`config.mk`:
```
export PLATFORM = sky130hd
export DESIGN_NAME = clut_fade_ctrl
export DESIGN_NICKNAME = d
export VERILOG_FILES = /design/src/rtl/clut_pkg.sv /design/src/rtl/colr_scale.sv /design/src/rtl/clut_fade_ctrl.sv
export SDC_FILE = /design/constraint.sdc
export NUM_CORES = 1
export LEC_CHECK = 0
export BUFFER_PORTS_ARGS = -buffer_cell sky130_fd_sc_hd__buf_2
export CAP_MARGIN = 20
export CORE_ASPECT_RATIO = 1.75
export CORE_MARGIN = 5
export CORE_UTILIZATION = 55
export DETAILED_ROUTE_END_ITERATION = 12
export GPL_TIMING_DRIVEN = 0
export PLACE_DENSITY = 0.79
export SETUP_SLACK_MARGIN = 0.05
export SKIP_CTS_REPAIR_TIMING = 1
export SYNTH_ARGS = -nofsm -noshare
export SYNTH_HDL_FRONTEND = slang
export SYNTH_HIERARCHICAL = 1
export SYNTH_SLANG_ARGS = --single-unit
```
`constraint.sdc`:
```
create_clock -name clk -period 3.9 [get_ports clk]
set_clock_uncertainty 0.2 [all_clocks]
set_input_delay 0.585 -clock clk [delete_from_list [all_inputs] [get_ports clk]]
set_output_delay 0.585 -clock clk [all_outputs]
set_load 0.1 [all_outputs]
```
`src/rtl/clut_pkg.sv`:
```
// Shared types and helpers for the CLUT fade controller.
// Holds the sweep FSM state type and the channel-width helper.
package clut_pkg;

    typedef enum logic [2:0] {
        S_IDLE,
        S_FETCH,
        S_SCALE,
        S_WRITE,
        S_FINISH
    } state_t;

    // Width of one colour channel (R, G, B equal thirds)
    function automatic int chan_w(input int colrw);
        return colrw / 3;
    endfunction

endpackage

```
`src/rtl/colr_scale.sv`:
```
// Combinational three-channel fade: out = (chan * level) >> chan_w.
// Ports: i_colr base colour, i_level fade level, o_colr scaled colour.
module colr_scale
    import clut_pkg::*;
#(
    parameter int COLRW = 12
) (
    input  logic [COLRW-1:0]   i_colr,
    input  logic [COLRW/3:0]   i_level,
    output logic [COLRW-1:0]   o_colr
);

    localparam int CW = chan_w(COLRW);
    localparam int LW = CW + 1;
    localparam int PW = CW + LW;

    for (genvar g = 0; g < 3; g++) begin : g_ch
        logic [PW-1:0] w_prod;
        assign w_prod = {{LW{1'b0}}, i_colr[g*CW +: CW]}
                      * {{CW{1'b0}}, i_level};
        // level <= 2**CW, so the shifted product always fits CW bits
        assign o_colr[g*CW +: CW] = w_prod[CW +: CW];
    end

endmodule

```
`src/rtl/clut_fade_ctrl.sv`:
```
// Palette fade sweep engine with a host write port sharing the CLUT.
// Ports: clk/rst_n; start/level sweep control; src_addr/src_data base
// palette read; host_req/cidx/colr/ack host write; clut_we/cidx/colr
// CLUT write; busy/done status.
module clut_fade_ctrl
    import clut_pkg::*;
#(
    parameter int COLRW = 12,
    parameter int CIDXW = 4
) (
    input  logic               clk,
    input  logic               rst_n,
    input  logic               start,
    input  logic [COLRW/3:0]   level,
    output logic [CIDXW-1:0]   src_addr,
    input  logic [COLRW-1:0]   src_data,
    input  logic               host_req,
    input  logic [CIDXW-1:0]   host_cidx,
    input  logic [COLRW-1:0]   host_colr,
    output logic               host_ack,
    output logic               clut_we,
    output logic [CIDXW-1:0]   clut_cidx,
    output logic [COLRW-1:0]   clut_colr,
    output logic               busy,
    output logic               done
);

    localparam int CW = chan_w(COLRW);
    localparam logic [CW:0]       LVL_MAX  = {1'b1, {CW{1'b0}}};
    localparam logic [CIDXW-1:0]  IDX_LAST = {CIDXW{1'b1}};

    state_t             r_state;
    state_t             w_next;
    logic [CIDXW-1:0]   r_idx;
    logic [CW:0]        r_level;
    logic [COLRW-1:0]   r_scaled;
    logic [CIDXW-1:0]   r_src_addr;
    logic               r_clut_we;
    logic [CIDXW-1:0]   r_clut_cidx;
    logic [COLRW-1:0]   r_clut_colr;
    logic               r_host_ack;
    logic               r_done;
    logic               w_busy;
    logic               w_host_gnt;
    logic               w_fade_gnt;
    logic               w_last;
    logic [CW:0]        w_lvl_clamp;
    logic [COLRW-1:0]   w_scaled;

    colr_scale #(
        .COLRW   (COLRW)
    ) u_scale (
        .i_colr  (src_data),
        .i_level (r_level),
        .o_colr  (w_scaled)
    );

    // A host request arriving while its previous ack is showing is the
    // same request still held; ignoring it avoids a double write.
    assign w_host_gnt  = host_req & ~r_host_ack;
    assign w_fade_gnt  = (r_state == S_WRITE) & ~w_host_gnt;
    assign w_last      = (r_idx == IDX_LAST);
    assign w_lvl_clamp = (level > LVL_MAX) ? LVL_MAX : level;

    always_comb begin
        w_next = r_state;
        w_busy = 1'b1;
        unique case (r_state)
            S_IDLE: begin
                w_busy = 1'b0;
                if (start) w_next = S_FETCH;
            end
            S_FETCH:  w_next = S_SCALE;
            S_SCALE:  w_next = S_WRITE;
            S_WRITE: begin
                if (w_fade_gnt) w_next = w_last ? S_FINISH : S_FETCH;
            end
            S_FINISH: w_next = S_IDLE;
            default:  w_next = S_IDLE;
        endcase
    end

    always_ff @(posedge clk or negedge rst_n) begin
        if (!rst_n) r_state <= S_IDLE;
        else        r_state <= w_next;
    end

    // src_addr is loaded on entry to FETCH so data lands during SCALE
    always_ff @(posedge clk or negedge rst_n) begin
        if (!rst_n) begin
            r_idx      <= '0;
            r_level    <= '0;
            r_scaled   <= '0;
            r_src_addr <= '0;
        end else begin
            if (r_state == S_IDLE && start) begin
                r_idx      <= '0;
                r_level    <= w_lvl_clamp;
                r_src_addr <= '0;
            end
            if (r_state == S_SCALE) r_scaled <= w_scaled;
            if (w_fade_gnt && !w_last) begin
                r_idx      <= r_idx + CIDXW'(1);
                r_src_addr <= r_idx + CIDXW'(1);
            end
        end
    end

    always_ff @(posedge clk or negedge rst_n) begin
        if (!rst_n) begin
            r_clut_we   <= 1'b0;
            r_clut_cidx <= '0;
            r_clut_colr <= '0;
            r_host_ack  <= 1'b0;
            r_done      <= 1'b0;
        end else begin
            r_clut_we  <= w_host_gnt | w_fade_gnt;
            r_host_ack <= w_host_gnt;
            r_done     <= (r_state == S_FINISH);
            if (w_host_gnt) begin
                r_clut_cidx <= host_cidx;
                r_clut_colr <= host_colr;
            end else if (w_fade_gnt) begin
                r_clut_cidx <= r_idx;
                r_clut_colr <= r_scaled;
            end
        end
    end

    assign src_addr  = r_src_addr;
    assign host_ack  = r_host_ack;
    assign clut_we   = r_clut_we;
    assign clut_cidx = r_clut_cidx;
    assign clut_colr = r_clut_colr;
    assign busy      = w_busy;
    assign done      = r_done;

endmodule

```
==> reports/results.ini <==
[logic_synthesis]
syn_inst = 324
ys_warn_count = 6
syn-num-nets = 404
ys_ff_latch = 43
synth_edf_count = 0
async_flop_share_pct = 100.0
yosysSeqAreaShare_pct = 33.26
synth-main-ff-cell = dfrtp_1
synth_cell_types = 40
syn_avg_cell_area_um2 = 9.986
netlist_area_um2 = 3236

[run]
maxCapViolations = 0

[routing]
viasPerCell = 5.334
vias = 2507
drtIter0Drc = 118
wirelength_mm = 6.778
firstDrtPassIters = 4
antenna_left = 0
drc = 0
wl_per_cell_um = 14.42

[critical_path]
critPathCaptureType = flop
crit_fanout = 10
startpoint_type = flop
cp_data_arrival_time_ps = 3450
required_ps = 3870
path_class = flop to flop

[global_route]
track_usage_pct = 19.53
antenna_found_initial = 0
grt_first_pass_wirelength_mm = 11.58
grt_overflow = 0
grt_max_degree = 44
grt_pass1_vias = 2617

[pwr]
leakage_nw = 1.985
cellPowerDensity_nw_per_um2 = 863.9
power.total_mw = 3.242
vdd_drop_max_mv = 0.3227

[layout]
layout_common_cells = buf_2 (63), nand2_1 (50), dfrtp_1 (43)
n_antenna_cell = 0
final_common_cell = buf_2
final_area_um2 = 3752
drive_gt1_share_pct = 22.70
final_cells = 470
area_growth_pct = 15.97
final_nets = 471

[sta]
timing.fmax_mhz = 287.2
setup_viol = 0
rsz0062_at_grt = false
max_slew.worst_pin.slew_ps = 916.1
hold_viol_final = 0
slew_violations = 0
post-route-min-period_ps = 3482
slew-limit-headroom_pct = 38.93
tns_ps = 0
finalCritPeriodShare_pct = 89.27

[placed_design]
gp_congestion = 0.8581
dp.cells = 462
port_buffers = 60
dpl_cell_area_um2 = 3633
dpl.hpwl_mm = 5.497

[die]
die_h_um = 111.5
coreArea_um2 = 5787
row_count = 37
die_w_um = 67.98
start_util_pct = 55.91
die_area_um2 = 7577
io_pins = 61

[cts]
cts-htree-levels = 2
cts.clk_slew.worst_paths_ps = 80
cts_buffers = 5
clockBufferDepth = 2
cts_tree = built
cts_sinks = 43
clock-root-buffer = clkbuf_8
worstSkewPairLatency_ps = 290

[status]
outcome = completed

[hold_path]
hold_path_class = primary input to async pin

[kinds of logic after synthesis]
kind of cell    share of synthesized area, %
simple gates                           16.24
fa+ha+maj                              20.11
xor+xnor                               5.414
buf+inv                                4.408
mux                                    10.52
flops                                  33.26
compound gates                         10.05
[Yosys cell counts, drive strengths merged (3+ instances only)]
| cell type | count | area (um2) |
|---|---|---|
| nand2 | 51 | 193.9 |
| dfrtp | 43 | 1076 |
| and2 | 32 | 200.2 |
| ha | 28 | 350.3 |
| o21ai | 26 | 141.4 |
| inv | 22 | 82.58 |
| mux2i | 19 | 190.2 |
| fa | 15 | 300.3 |
| mux2 | 13 | 150.1 |
| a21oi | 10 | 50.05 |
| xnor2 | 10 | 87.58 |
| xor2 | 10 | 87.58 |
| buf | 7 | 45.03 |
| nand2b | 5 | 31.28 |
| clkbuf | 4 | 15.01 |
| o21bai | 4 | 41.29 |
| a41oi | 3 | 26.28 |
| nand4 | 3 | 18.77 |
| nor2 | 3 | 11.26 |
| o21ba | 3 | 36.29 |
[worst max-delay path: stages, from the launching register on]
cell	delay, ps
dfrtp_1	410
clkbuf_1	230
and2_1	210
fa_1	480
inv_1	60
fa_1	520
inv_1	40
ha_1	360
a21oi_1	180
o21ai_0	90
a41oi_1	190
xnor2_1	110
mux2_1	290
[worst paths after layout]
| check | startpoint | endpoint | slack (ps) | cells after the start |
|---|---|---|---|---|
| hold / removal | rst_n | clut_colr[1] | 220 | 1 |
| max in group asynchronous | rst_n | r_level[1] | 2700 | 1 |
| min in group clk | r_scaled[3] | r_scaled[3] | 290 | 1 |
| setup reg to reg | r_level[3] | r_scaled[7] | 420 | 12 |
| setup / recovery | r_level[3] | r_scaled[7] | 420 | 12 |
| hold reg to reg | r_scaled[3] | r_scaled[3] | 290 | 1 |
[per-stage QoR]
step                      setup WS [ps]  hold WS (ps)  util (%)
after floorplan                   597.1         89.41         -
after global placement            362.8         268.3     62.79
after detailed placement          292.4         274.9     62.79
after CTS                         329.1         246.3     64.82
after global routing              89.83         299.4     64.84
final                             418.4         221.2     64.84
[sequential cells by signal, indices dropped and copies added (netlist names)]
| signal | flops |
|---|---|
| src_addr | 4 |
| r_state | 3 |
| clut_colr | 12 |
| r_level | 5 |
| r_scaled | 12 |
| clut_cidx | 4 |
| host_ack | 1 |
| clut_we | 1 |
| done | 1 |
[report_power, final]
group / internal, mW / switching, mW / total (mW)
registers: 0.632 / 0.151 / 0.784
clock network: 0.207 / 0.145 / 0.352
logic: 0.630 / 1.48 / 2.11
[cell type report]
cell class | count | area, um2
Buffer | 11 | 61.31
Clock buffer | 6 | 82.58
Clock inverter | 2 | 35.03
Fill cell | 478 | 2034
Inverter | 22 | 82.58
Multi-Input combinational cell | 248 | 2017
Sequential cell | 43 | 1076
Tap cell | 78 | 97.59
Timing Repair Buffer | 60 | 300.3
[layer usage]
| metal | part of all wire [%] | vias up | global-route usage, % |
|---|---|---|---|
| li1 | - | 1218 | - |
| met1 | 37 | 1211 | 21.32 |
| met2 | 55 | 60 | 35.50 |
| met3 | 3.6 | 18 | 1.514 |
| met4 | 3.9 | 0 | 10.23 |
| met5 | 0 | - | 0 |
Note: power is estimated with default switching activity, not from simulation.
